File: src/rtl/ahb_interconnect_p.sv
// AHB interconnect: address/control mux, address-map decode, data-phase muxes and a built-in
// two-cycle ERROR default slave. Define AHB_SPLIT_EN to register the OR of the slave split vectors.
module ahb_interconnect_p #(
  parameter int N_MASTER = 3,
  parameter int W_MASTER = 2,
  parameter int N_SLAVE  = 8,
  parameter int W_ADDR   = 32,
  parameter int W_DATA   = 32,
  parameter logic [N_SLAVE*W_ADDR-1:0] SLV_BASE = '0,
  parameter logic [N_SLAVE*W_ADDR-1:0] SLV_MASK = '0
) (
  input  logic                         HCLK,
  input  logic                         HRESETn,
  input  logic [W_MASTER-1:0]          HMASTER,
  input  logic [2*N_MASTER-1:0]        m_HTRANS,
  input  logic [3*N_MASTER-1:0]        m_HBURST,
  input  logic [3*N_MASTER-1:0]        m_HSIZE,
  input  logic [W_ADDR*N_MASTER-1:0]   m_HADDR,
  input  logic [N_MASTER-1:0]          m_HWRITE,
  input  logic [W_DATA*N_MASTER-1:0]   m_HWDATA,
  input  logic [N_SLAVE-1:0]           s_HREADY,
  input  logic [2*N_SLAVE-1:0]         s_HRESP,
  input  logic [W_DATA*N_SLAVE-1:0]    s_HRDATA,
  input  logic [N_MASTER*N_SLAVE-1:0]  s_HSPLIT,
  output logic [N_SLAVE-1:0]           HSEL,
  output logic [1:0]                   HTRANS,
  output logic [2:0]                   HBURST,
  output logic [2:0]                   HSIZE,
  output logic [W_ADDR-1:0]            HADDR,
  output logic                         HWRITE,
  output logic [W_DATA-1:0]            HWDATA,
  output logic                         HREADY,
  output logic [1:0]                   HRESP,
  output logic [W_DATA-1:0]            HRDATA,
  output logic [N_MASTER-1:0]          HSPLIT
);

  // Slave index space includes one extra code for the internal default slave.
  localparam int                W_SIDX     = $clog2(N_SLAVE + 1);
  localparam logic [W_SIDX-1:0] DEF_SLV    = W_SIDX'(N_SLAVE);
  localparam logic [1:0]        RESP_OKAY  = 2'b00;
  localparam logic [1:0]        RESP_ERROR = 2'b01;

  typedef enum logic [1:0] {DS_IDLE, DS_ERR1, DS_ERR2} ds_state_t;

  logic [W_MASTER-1:0] dp_master;
  logic [W_SIDX-1:0]   dp_slave;
  logic                dp_req;
  logic [W_SIDX-1:0]   dec_idx;
  logic                dec_hit;
  logic                ds_start;
  ds_state_t           ds_state;
  logic                ds_hready;
  logic [1:0]          ds_hresp;

  // NOTE: every output of a combinational block gets a default first, so no path infers a latch.
  always_comb begin
    HTRANS = 2'b00;
    HBURST = '0;
    HSIZE  = '0;
    HADDR  = '0;
    HWRITE = 1'b0;
    for (int i = 0; i < N_MASTER; i++) begin
      if (HMASTER == W_MASTER'(i)) begin
        HTRANS = m_HTRANS[2*i +: 2];
        HBURST = m_HBURST[3*i +: 3];
        HSIZE  = m_HSIZE[3*i +: 3];
        HADDR  = m_HADDR[W_ADDR*i +: W_ADDR];
        HWRITE = m_HWRITE[i];
      end
    end
  end

  // Lowest matching index wins; the hit flag stops later overlapping regions from claiming it.
  always_comb begin
    dec_idx = DEF_SLV;
    dec_hit = 1'b0;
    HSEL    = '0;
    for (int i = 0; i < N_SLAVE; i++) begin
      if (!dec_hit &&
          ((HADDR & SLV_MASK[W_ADDR*i +: W_ADDR]) == SLV_BASE[W_ADDR*i +: W_ADDR])) begin
        dec_hit = 1'b1;
        dec_idx = W_SIDX'(i);
        HSEL[i] = 1'b1;
      end
    end
  end

  assign ds_start = HTRANS[1] & ~dec_hit;

  // NOTE: sequential state uses non-blocking assignments so all registers see pre-edge values.
  always_ff @(posedge HCLK) begin
    if (!HRESETn) begin
      dp_master <= '0;
      dp_slave  <= DEF_SLV;
      dp_req    <= 1'b0;
    end else if (HREADY) begin
      dp_master <= HMASTER;
      dp_slave  <= dec_idx;
      dp_req    <= ds_start;
    end
  end

  always_ff @(posedge HCLK) begin
    if (!HRESETn) begin
      ds_state  <= DS_IDLE;
      ds_hready <= 1'b1;
      ds_hresp  <= RESP_OKAY;
    end else begin
      case (ds_state)
        DS_ERR1: begin
          ds_state  <= DS_ERR2;
          ds_hready <= 1'b1;
          ds_hresp  <= RESP_ERROR;
        end
        DS_IDLE, DS_ERR2: begin
          if (HREADY && ds_start) begin
            ds_state  <= DS_ERR1;
            ds_hready <= 1'b0;
            ds_hresp  <= RESP_ERROR;
          end else begin
            ds_state  <= DS_IDLE;
            ds_hready <= 1'b1;
            ds_hresp  <= RESP_OKAY;
          end
        end
        default: begin
          ds_state  <= DS_IDLE;
          ds_hready <= 1'b1;
          ds_hresp  <= RESP_OKAY;
        end
      endcase
    end
  end

  always_comb begin
    HWDATA = '0;
    for (int i = 0; i < N_MASTER; i++) begin
      if (dp_master == W_MASTER'(i)) HWDATA = m_HWDATA[W_DATA*i +: W_DATA];
    end
  end

  // A wait state from the default slave only ever belongs to an accepted unmapped transfer.
  always_comb begin
    HREADY = ds_hready | ~dp_req;
    HRESP  = ds_hresp;
    HRDATA = '0;
    for (int i = 0; i < N_SLAVE; i++) begin
      if (dp_slave == W_SIDX'(i)) begin
        HREADY = s_HREADY[i];
        HRESP  = s_HRESP[2*i +: 2];
        HRDATA = s_HRDATA[W_DATA*i +: W_DATA];
      end
    end
  end

`ifdef AHB_SPLIT_EN
  logic [N_MASTER-1:0] split_or;

  always_comb begin
    split_or = '0;
    for (int i = 0; i < N_SLAVE; i++) split_or |= s_HSPLIT[N_MASTER*i +: N_MASTER];
  end

  always_ff @(posedge HCLK) begin
    if (!HRESETn) HSPLIT <= '0;
    else          HSPLIT <= split_or;
  end
`else
  logic unused_split;
  assign unused_split = ^s_HSPLIT;
  assign HSPLIT       = '0;
`endif

endmodule

File: config.mk
export PLATFORM = sky130hd
export DESIGN_NAME = ahb_interconnect_p
export DESIGN_NICKNAME = d
export VERILOG_FILES = /design/src/rtl/ahb_interconnect_p.sv
export SDC_FILE = /design/constraint.sdc
export NUM_CORES = 1
export LEC_CHECK = 0
export ABC_AREA = 0
export CORE_AREA = 2 2 253 255
export CTS_CLUSTER_SIZE = 12
export DETAILED_ROUTE_END_ITERATION = 16
export DIE_AREA = 0 0 255 257
export PLACE_DENSITY = 0.33
export SYNTH_ARGS = -nofsm -noshare
export SYNTH_HDL_FRONTEND = slang
export SYNTH_SLANG_ARGS = --single-unit
File: constraint.sdc
create_clock -name HCLK -period 1.9 [get_ports HCLK]
set_input_delay 0.19 -clock HCLK [delete_from_list [all_inputs] [get_ports HCLK]]
set_output_delay 0.19 -clock HCLK [all_outputs]
set_load 0.02 [all_outputs]
Word level (Yosys, flattened, before mapping)

Cells that the tools add are included.
Widths: inputs -> output; s select.

Register bits after elaboration: 7
Word-level logic and storage cells: 35
Output and inout port bits: 119

Equality and inequality tests: 5
Reductions and logical operators: 3
Multiplexer cells: 23

Operator list:

| operator           | number |
|---|---|
| $mux 32            | 7 |
| $mux 3             | 6 |
| $mux 2             | 5 |
| $eq 2x1->1 const B | 3 |
| $mux 1             | 5 |
| $eq 2x2->1 const B | 2 |
| $logic_not 2->1    | 2 |
| $logic_not 4->1    | 1 |

Depth between registers and ports, before layout

Gate-level depths: netlist of run 1.

Depth after elaboration: 4
Gate-level depth with buffers: 5
Depth with buffers taken out: 2

Worst setup path before layout of run 1

Ideal clock, no wire load.

Path type: register to output
Start: register dp_master[0]
End: output port HWDATA[10]
Path buffers: 2
Data required time: 1.710 ns
Arrival: 0.970 ns
Stages on the path, launching flop included: 5
Setup slack: 0.740 ns
Cells stage by stage: dfxtp_1 -> buf_6 -> clkbuf_8 -> mux2i_1 -> o2bb2ai_2

Cells in the longest elaborated chain, start to end: 4

Ends and longest elaborated chain:

| what                     | line | source |
|---|---|---|
| start: declaration       | 46   | `logic [W_MASTER-1:0] dp_master;` |
| start signal: assignment | 94   | `dp_master <= '0;` |
| start signal: assignment | 98   | `dp_master <= HMASTER;` |
| $logic_not 2->1          | 139  | `if (dp_master == W_MASTER'(i)) HWDATA = m_HWDATA[W_DATA*i +: W_DATA];` |
| $mux 32 (2 in a row)     | 139  |  |
| $mux 32 *                | 139  |  |
| end: declaration         | 31   | `output logic [W_DATA-1:0] HWDATA,` |

Mark *: on every way between the ends. The rest lies on a longest branch, timed or not.

Worst setup path in the final report of run 1

Start: input port m_HADDR[40]
End: output port HADDR[8]

Cells in the longest elaborated chain, start to end: 2

Ends and longest elaborated chain:

| what                 | line | source |
|---|---|---|
| start: declaration   | 18   | `input logic [W_ADDR*N_MASTER-1:0] m_HADDR,` |
| $mux 32 (2 in a row) | 64   | `if (HMASTER == W_MASTER'(i)) begin` |
| end: declaration     | 29   | `output logic [W_ADDR-1:0] HADDR,` |

No other way between the ends.

==> results.ini, run 1 <==
[run_status]
status=complete, no violations

[route]
finalWirelength_um=16300
dr.first_iter.drc_count=51
antenna_left=0
post-route-drc-count=0
vias=3301
wl_per_cell_um=11.3
dr.pass1.iters=4
dr_vias_cell=2.29

[hold_path]
worstHoldPathType=primary input to flip-flop

[yosys]
postSynthCellCount=237
dominant_cells_by_area_after_synthesis=sky130_fd_sc_hd__o2bb2ai_2, sky130_fd_sc_hd__mux2i_1, sky130_fd_sc_hd__nor2b_1, sky130_fd_sc_hd__buf_6, sky130_fd_sc_hd__buf_4
synth_commonest_cells=sky130_fd_sc_hd__mux2i_1, sky130_fd_sc_hd__o2bb2ai_2, sky130_fd_sc_hd__nor2b_1, sky130_fd_sc_hd__buf_4, sky130_fd_sc_hd__buf_2
synthDominantCellAreaShare_pct=41.1
ys_types=18
synth_area_per_cell_um2=10.8
yosysMostFrequentCell=sky130_fd_sc_hd__mux2i_1
yosysTopAreaCell=sky130_fd_sc_hd__o2bb2ai_2
ys_ff_latch=3
synth_area_um2=2560
synthesis_warnings=0
synth_async_sr_flop_share_pct=0
synth_edf_count=0
synth-main-ff-cell=sky130_fd_sc_hd__dfxtp_1
seq_area_frac_synth_pct=2.35

[critical_path]
largest_stage_delay_on_the_critical_path_ns=0.63
cp_cell_sequence=clkdlybuf4s50_1 > mux2i_1 > buf_4 > o2bb2ai_2 > clkdlybuf4s50_1
cp_slowest_cell=sky130_fd_sc_hd__clkdlybuf4s50_1
crit_family=buffers and inverters
data_arrival_at_the_endpoint_of_the_critical_path_ns=1.59
setup.worst_path.start_class=primary input
cp.buffers_inverters=3
crit_fanout=1
most_frequent_cell_on_critical_path=sky130_fd_sc_hd__clkdlybuf4s50_1
crit_path_end_kind=primary output
cp.required_ns=1.71
timing.setup.critical_path_class=primary input to primary output

[power_and_ir_drop]
pwr_total_uw=2140
peakVddDrop_v=0.000193
leakagePower_uw=0.00245
power_per_cell_area_nw_per_um2=293

[floorplan]
placementRows=92
core_outline_area_um2=62700
die_area_um2=65500
fp.dieW_um=255
top_level_i_o_count=646
die_h_um=257
initial_core_util_pct=4.08

[timing]
timing.slew.headroom_pct=66.2
hold_violations=0
timing.final.crit_share_pct=93.9
final.setup.tns_ns=0
finalWorstPathRequiredPeriod_ns=1.78
clock-skew-final_ns=0.00170
slew_viol_final=0
rsz0062_at_grt=no
maxClockFrequency_mhz=561
worst_slew_pin_slew_ns=0.506
setup_viol=0

[clocking]
cts_num_sinks=3
clk_latency_ns=0.22
clock_tree.buffer_depth=2
ctsRootBufferMaster=sky130_fd_sc_hd__clkbuf_16
cts_inserted_buffers=3
worst_setup_hold_path_clk_slew_ns=0.03
clock_tree_from_tritoncts=done
clock_tree.htree_level_count=1

[final_layout]
final_layout_fill_cell_count=7171
final_nets=1125
area.growth.synth_to_final_pct=185
final_area_um2=7290
post_route_cells_drive_above_1_share_pct=18.4
final_cells=1443
n_antenna_cell=0

[placed_design]
dp_hpwl_um=14300
gp_congestion=0.667
placement_stage_cell_area_um2=7230
dp_cells=1438
io_buffers=365

[job]
max_cap_violations=0

[global_route]
grt_pass1_wl_um=22400
initial_antenna_violation_count=0
grt_pass1_vias=3591
grt_overflow=0
grt_util_all_layers_pct=4.53
grt_max_degree=34

per-layer routing:
layer	vias to the layer above	wire [um]	track usage [%]
met2	261	8130	8.77
met3	2	2180	1.90
li1	1602	-	-
met5	-	0	0
met1	1436	5970	4.62
met4	0	46	0.341
layout make-up:
cell class,count,area [um^2],share of cell area [%]
multi-input combinational,200,2140,29.4
sequential,3,65.1,0.892
inverter,1,3.75,0.0515
tap,846,1060,14.5
timing repair buffer,389,3940,54.1
clock buffer,4,78.8,1.08
kinds of logic (layout without fill, tap and decap cells):
family,count (synthesis),after routing,share of synthesized area [%]
other,2,11,0.294
and+or+nand+nor,39,39,10.3
buffers and inverters,43,394,15.6
muxes,73,73,28.6
AOI/OAI and AO/OA,77,77,42.9
DFF,3,3,2.35
what timing repair did:
action	CTS	global route
setup buffers	1	0
hold buffers	0	0
gates resized for setup	32	1
setup endpoints to repair	29	1
cell usage in the layout, fill, tap and decap left out, types with 3 or more instances in the layout:
| cell | Yosys | routed |
|---|---|---|
| sky130_fd_sc_hd__clkdlybuf4s50_1 | 0 | 329 |
| sky130_fd_sc_hd__mux2i_1 | 73 | 71 |
| sky130_fd_sc_hd__o2bb2ai_2 | 70 | 70 |
| sky130_fd_sc_hd__nor2b_1 | 34 | 34 |
| sky130_fd_sc_hd__dlygate4sd2_1 | 0 | 29 |
| sky130_fd_sc_hd__buf_4 | 14 | 16 |
| sky130_fd_sc_hd__buf_12 | 4 | 13 |
| sky130_fd_sc_hd__conb_1 | 2 | 11 |
| sky130_fd_sc_hd__o2bb2ai_1 | 3 | 3 |
| sky130_fd_sc_hd__clkbuf_16 | 0 | 3 |
state kept, by name, summed over array words and instances (netlist names):
signal     count
dp_master      2
dp_slave       1
per-stage QoR:
step / hold WS, ns / util [%] / setup slack (ns)
6_report: 0.515 / 11.6 / 0.116
5_1_grt: 0.545 / 11.6 / 0.0379
3_3_place_gp: 0.603 / 11.5 / -0.0315
2_1_floorplan: 0.278 / - / 0.740
3_5_place_dp: 0.589 / 11.5 / -0.0301
4_1_cts: 0.511 / 11.6 / 0.0433
path summary, 6_finish.rpt:
check | start | end | slack (ns) | cells after the start
setup reg to reg | dp_master[1] | dp_master[1] | 0.73 | 3
hold / removal | HRESETn | dp_slave[3] | 0.51 | 2
setup / recovery | m_HADDR[40] | HADDR[8] | 0.12 | 5
hold reg to reg | dp_slave[3] | dp_master[0] | 0.60 | 2
where the power goes:
group | switching [uW] | leakage, uW | total (uW) | internal (uW)
clock | 52.0 | 0.0000382 | 328 | 276
sequential | 9.72 | 0.0000260 | 77.0 | 67.2
combinational | 727 | 0.00239 | 1730 | 1000
Note: power is estimated with default switching activity, not from simulation.
==> inputs of run 2 (changes only) <==
--- a/config.mk
+++ b/config.mk
@@ -11,6 +11,8 @@
 export DETAILED_ROUTE_END_ITERATION = 16
 export DIE_AREA = 0 0 255 257
 export PLACE_DENSITY = 0.33
+export RECOVER_POWER = 50
+export SKIP_CTS_REPAIR_TIMING = 1
 export SYNTH_ARGS = -nofsm -noshare
 export SYNTH_HDL_FRONTEND = slang
 export SYNTH_SLANG_ARGS = --single-unit
==> results.ini, run 2 (same netlist as run 1, synthesis figures left out) <==
[power_and_ir_drop]
leakagePower_uw=0.00240  ; -1.9%
power_per_cell_area_nw_per_um2=293  ; about the same
peakVddDrop_v=0.000193  ; about the same

[floorplan]
core_outline_area_um2=62700  ; unchanged
fp.dieW_um=255  ; unchanged
placementRows=92  ; unchanged
die_area_um2=65500  ; unchanged
initial_core_util_pct=4.08  ; unchanged
die_h_um=257  ; unchanged
top_level_i_o_count=646  ; unchanged

[final_layout]
post_route_cells_drive_above_1_share_pct=16.9  ; -1.5 points
final_area_um2=7130  ; -2.2%
most_used_cells_in_the_layout_excluding_fill_and_tap_cells=sky130_fd_sc_hd__clkdlybuf4s50_1, sky130_fd_sc_hd__mux2i_1, sky130_fd_sc_hd__o2bb2ai_2
final_nets=1124  ; -0.089%
registers.top_by_ff_count=dp_master
largest_reg_flops=2  ; unchanged
area.growth.synth_to_final_pct=179
mostFrequentLayoutCell=sky130_fd_sc_hd__clkdlybuf4s50_1
largestRegisters=dp_master (2), dp_slave (1)
n_antenna_cell=0  ; unchanged

[route]
dr_vias_cell=2.29  ; +0.28%
wl_per_cell_um=11.4  ; +1.1%
dr.first_iter.drc_count=40  ; -22%
topRoutingLayerUsed=met4
dr.pass1.iters=4  ; unchanged
post-route-drc-count=0  ; unchanged
vias=3308  ; +0.21%
met3_length_um=2160  ; -0.92%
wl_met1_um=6070  ; +1.8%
finalWirelength_um=16500  ; +0.99%
routed-wl-met2_um=8210  ; +0.93%
antenna_left=0  ; unchanged

[placed_design]
place_worst_setup_slack_ns=-0.0301  ; unchanged
dp_hpwl_um=14300  ; unchanged
io_buffers=365  ; unchanged
gp_congestion=0.667  ; unchanged
placement_stage_cell_area_um2=7230  ; unchanged

[global_route]
grt_pass1_wl_um=22400  ; about the same
grt_util_all_layers_pct=4.53  ; unchanged
initial_antenna_violation_count=0  ; unchanged
grt_max_degree=34  ; unchanged
grt_overflow=0  ; unchanged
grt_pass1_vias=3588  ; -0.084%

[timing]
clock-skew-final_ns=0.00170  ; +0.0000000100 ns
slew_viol_final=0  ; unchanged
timing.slew.headroom_pct=56.6  ; -9.6 points
hold_violations=0  ; unchanged
maxClockFrequency_mhz=554  ; -1.3%
worst_slew_pin_slew_ns=0.651  ; +0.144 ns
timing.final.crit_share_pct=95.1  ; +1.2 points
finalWorstSetupSlack_ns=0.0935  ; -0.0226 ns
rsz0062_at_grt=no
finalWorstPathRequiredPeriod_ns=1.81  ; +0.0226 ns
setup_viol=0  ; unchanged

[critical_path]
setup.worst_path.start_class=primary input
crit_path_end_kind=primary output
crit_fanout=16  ; +15
largest_stage_delay_on_the_critical_path_ns=0.69  ; +0.06 ns
data_arrival_at_the_endpoint_of_the_critical_path_ns=1.62  ; +0.03 ns
cp_slowest_cell=sky130_fd_sc_hd__dlygate4sd3_1
cp_cell_sequence=buf_4 > nor2b_4 > buf_12 > o2bb2ai_2 > dlygate4sd3_1
cp.required_ns=1.71  ; about the same
timing.setup.critical_path_class=primary input to primary output

[run_status]
status=complete, no violations

[job]
max_cap_violations=0  ; unchanged

[clocking]
cts_inserted_buffers=3  ; unchanged
worst_setup_hold_path_clk_slew_ns=0.03  ; about the same
cts_num_sinks=3  ; unchanged
clk_latency_ns=0.22  ; about the same
clock_tree.htree_level_count=1  ; unchanged
ctsRootBufferMaster=sky130_fd_sc_hd__clkbuf_16
clock_tree_from_tritoncts=done
clock_tree.buffer_depth=2  ; unchanged

[hold_path]
worstHoldPathType=primary input to flip-flop

==> run 2: through the flow <==
stage | hold slack [ns] | utilization [%] | power [uW] | instances | TNS (ns)
6_report | 0.527 | 11.4 | 2090 | 1442 | 0
5_1_grt | 0.589 | 11.4 | 2220 | 1442 | 0
4_1_cts | 0.511 | 11.6 | 2230 | 1442 | -5.55
3_5_place_dp | 0.589 | 11.5 | 1890 | 1438 | -0.0549
3_3_place_gp | 0.603 | 11.5 | 1900 | 1438 | -0.0509
2_1_floorplan | 0.278 | - | 835 | 246 | 0
==> run 2: layout make-up <==
class	instances	area [um^2]
Sequential cell	3	65.1
Clock buffer	4	78.8
Multi-Input combinational cell	200	2100
Fill cell	7186	55600
Timing Repair Buffer	388	3830
Tap cell	846	1060
Inverter	1	3.75
==> run 2: routing by layer <==
metal / track usage (%) / vias up
met5: 0 / -
met4: 0.341 / 0
met3: 1.90 / 2
met2: 8.78 / 261
met1: 4.61 / 1443
li1: - / 1602
==> run 2: path summary, 6_finish.rpt <==
kind                      from            to  slack (ns)  cells past startpoint
setup reg to reg  dp_master[1]  dp_master[1]        0.43                      3
setup / recovery    HMASTER[0]     HADDR[30]        0.09                      5
hold reg to reg    dp_slave[3]  dp_master[0]        0.60                      2
hold / removal      HMASTER[0]  dp_master[0]        0.53                      4
==> run 2: worst max-delay path, delay by kind of cell <==
kind                   cells  cell delay [ns]
AO/OA/AOI/OAI              1             0.11
AND/OR/NAND/NOR            1             0.23
buffers and inverters      3             1.06
==> run 2: power by group <==
group          leakage [uW]  switching [uW]  total [uW]  internal, uW
Combinational       0.00234             725        1680           960
Clock             0.0000382            52.0         328           276
Sequential        0.0000260            9.42        76.6          67.2
==> inputs of run 3 (changes only) <==
--- a/config.mk
+++ b/config.mk
@@ -7,10 +7,9 @@
 export LEC_CHECK = 0
 export ABC_AREA = 0
 export CORE_AREA = 2 2 253 255
-export CTS_CLUSTER_SIZE = 12
+export CTS_CLUSTER_SIZE = 40
 export DETAILED_ROUTE_END_ITERATION = 16
 export DIE_AREA = 0 0 255 257
-export PLACE_DENSITY = 0.33
 export RECOVER_POWER = 50
 export SKIP_CTS_REPAIR_TIMING = 1
 export SYNTH_ARGS = -nofsm -noshare
==> constraint.sdc (replaced) <==
create_clock -name HCLK -period 2.3 [get_ports HCLK]
set_input_delay 0.23 -clock HCLK [delete_from_list [all_inputs] [get_ports HCLK]]
set_output_delay 0.23 -clock HCLK [all_outputs]
set_load 0.02 [all_outputs]
==> results.ini, run 3 (same netlist as run 1, synthesis figures left out) <==
[timing]
final.setup.tns_ns=0  ; unchanged
setup_viol=0  ; unchanged
slew_viol_final=0  ; unchanged
finalWorstPathRequiredPeriod_ns=2.08
timing.final.crit_share_pct=90.4
rsz0062_at_grt=no
timing.slew.headroom_pct=62.2  ; +5.6 points
worst_slew_pin_slew_ns=0.567  ; -0.0838 ns
clock-skew-final_ns=0.00379  ; +0.00209 ns
maxClockFrequency_mhz=481
hold_violations=0  ; unchanged

[critical_path]
cp_cell_sequence=buf_12 > mux2i_1 > o2bb2ai_2 > clkdlybuf4s50_1
crit_path_end_kind=primary output
cp.buffers_inverters=2  ; -1
r2r.worst_path.cells=3  ; unchanged
crit_fanout=32  ; +16
crit_family=buffers and inverters
regToRegSetupSlack_ns=0.92  ; +0.49 ns
reg_to_reg_start=dp_master[1]
setup_crit_start=dp_master[0]
data_arrival_at_the_endpoint_of_the_critical_path_ns=1.85  ; +0.23 ns
r2r-end=dp_master[1]
largest_stage_delay_on_the_critical_path_ns=0.63  ; -0.06 ns
worstSetupPathDepth=4  ; -1
timing.setup.critical_path_class=flip-flop to primary output
critPathCapture=HWDATA[19]
cp.required_ns=2.07  ; +0.36 ns
setup.worst_path.start_class=flip-flop
cp_slowest_cell=sky130_fd_sc_hd__clkdlybuf4s50_1

[power_and_ir_drop]
p_sw_share_pct=36.7  ; -0.95 points
power_per_cell_area_nw_per_um2=243  ; -17%
power.internal_uw=1100  ; -16%
total_switching_power_uw=636  ; -19%
peakVddDrop_v=0.000139  ; -28%
seq_power_share_pct=3.4  ; -0.3 points
clock_power_share_pct=16.0  ; +0.3 points
power.combinational.fraction_pct=80.7  ; about the same
leakagePower_uw=0.00239  ; -0.51%

[route]
post-route-drc-count=0  ; unchanged
finalWirelength_um=13500  ; -18%
vias=3323  ; +0.45%
dr.first_iter.drc_count=43  ; +7.5%
wl_per_cell_um=9.43  ; -18%
dr.pass1.iters=4  ; unchanged
antenna_left=0  ; unchanged
dr_vias_cell=2.32  ; +1.2%

[global_route]
grt_max_degree=40  ; +18%
initial_antenna_violation_count=0  ; unchanged
grt_util_all_layers_pct=3.60  ; -0.93 points
grt_pass1_wl_um=18300  ; -18%
grt_overflow=0  ; unchanged
grt_pass1_vias=3423  ; -4.6%

[clocking]
clock_tree.htree_level_count=1  ; unchanged
clk_latency_ns=0.22  ; about the same
worst_setup_hold_path_clk_slew_ns=0.03  ; about the same
clock_tree_from_tritoncts=done
cts_num_sinks=3  ; unchanged
ctsRootBufferMaster=sky130_fd_sc_hd__clkbuf_16
clock_tree.buffer_depth=2  ; unchanged
cts_inserted_buffers=3  ; unchanged

[final_layout]
final_area_um2=7140  ; +0.11%
largest_reg_flops=2  ; unchanged
final_layout_fill_cell_count=7161  ; -0.35%
area.growth.synth_to_final_pct=179
layout.area.seq_um2=62.6  ; -3.8%
registers.top_by_ff_count=dp_master
final_core_util_pct=11.4  ; +0.012 points
final_nets=1113  ; -0.98%
mostFrequentLayoutCell=sky130_fd_sc_hd__clkdlybuf4s50_1
largestRegisters=dp_master (2), dp_slave (1)
n_antenna_cell=0  ; unchanged
post_route_cells_drive_above_1_share_pct=16.1  ; -0.88 points
multiInputGateArea_um2=2130  ; +1.8%
most_used_cells_in_the_layout_excluding_fill_and_tap_cells=sky130_fd_sc_hd__clkdlybuf4s50_1, sky130_fd_sc_hd__mux2i_1, sky130_fd_sc_hd__o2bb2ai_2

[floorplan]
die_h_um=257  ; unchanged
fp.dieW_um=255  ; unchanged
core_outline_area_um2=62700  ; unchanged
placementRows=92  ; unchanged
initial_core_util_pct=4.08  ; unchanged
die_area_um2=65500  ; unchanged
top_level_i_o_count=646  ; unchanged

[run_status]
status=complete, no violations

[hold_path]
timing.hold.worst_path_depth=4  ; unchanged
worstHoldPathType=primary input to flip-flop

[placed_design]
dp_hpwl_um=12100  ; -15%
gp_congestion=0.698  ; +4.6%
placement_stage_cell_area_um2=7060  ; -2.3%
io_buffers=365  ; unchanged

[job]
max_cap_violations=0  ; unchanged

run 3: cell count changes in the layout (fill, tap and decap cells not counted), sizes merged:
cell          previous run  this run
buf                     28        17
clkbuf                  29         4
dlygate4sd3             18        49
dlymetal6s2s             6         0
run 3: layout make-up:
class                           count  area share, %
Timing Repair Buffer              377           53.3
Multi-Input combinational cell    200           29.9
Tap cell                          846           14.8
Clock buffer                        4           1.10
Sequential cell                     3          0.876
Inverter                            1         0.0526
run 3: worst min path at each step:
stage                      start  slack, ns      endpoint
floorplan                HRESETn       0.32   dp_slave[3]
global placement    dp_master[0]       0.60  dp_master[0]
detailed placement  dp_master[0]       0.59  dp_master[0]
CTS                      HRESETn       0.55   dp_slave[3]
global route          HMASTER[1]       0.63  dp_master[1]
finish                HMASTER[1]       0.59  dp_master[1]
run 3: metrics by stage:
| stage | cells | power [uW] | worst slack (ns) | hold WS [ns] |
|---|---|---|---|---|
| after floorplan | 246 | 690 | 1.10 | 0.318 |
| after detailed placement | 1427 | 1500 | 0.283 | 0.592 |
| after global placement | 1427 | 1490 | 0.301 | 0.601 |
| after global routing | 1431 | 1830 | 0.147 | 0.632 |
| after CTS | 1431 | 1790 | 0.190 | 0.547 |
| final | 1431 | 1730 | 0.221 | 0.586 |
run 3: routing by layer:
metal | track usage, % | share of wire, %
met5 | 0 | 0
met1 | 3.33 | 33
met3 | 1.20 | 15
met2 | 7.64 | 51
met4 | 0.244 | 0.21
run 3: worst reg2reg max path, stage by stage, from the launching register on:
cell	delay [ns]
sky130_fd_sc_hd__dfxtp_2	0.31
sky130_fd_sc_hd__buf_4	0.47
sky130_fd_sc_hd__or3b_1	0.41
sky130_fd_sc_hd__a21oi_1	0.12
run 3: power groups by stage:
stage | Combinational [uW] | Clock (uW) | Sequential [uW]
3_3_place_gp | 1430 | 0 | 59.1
6_report | 1400 | 277 | 58.5
4_1_cts | 1440 | 283 | 58.6
2_1_floorplan | 633 | 0 | 57.2
5_1_grt | 1490 | 288 | 58.8
3_5_place_dp | 1440 | 0 | 59.2
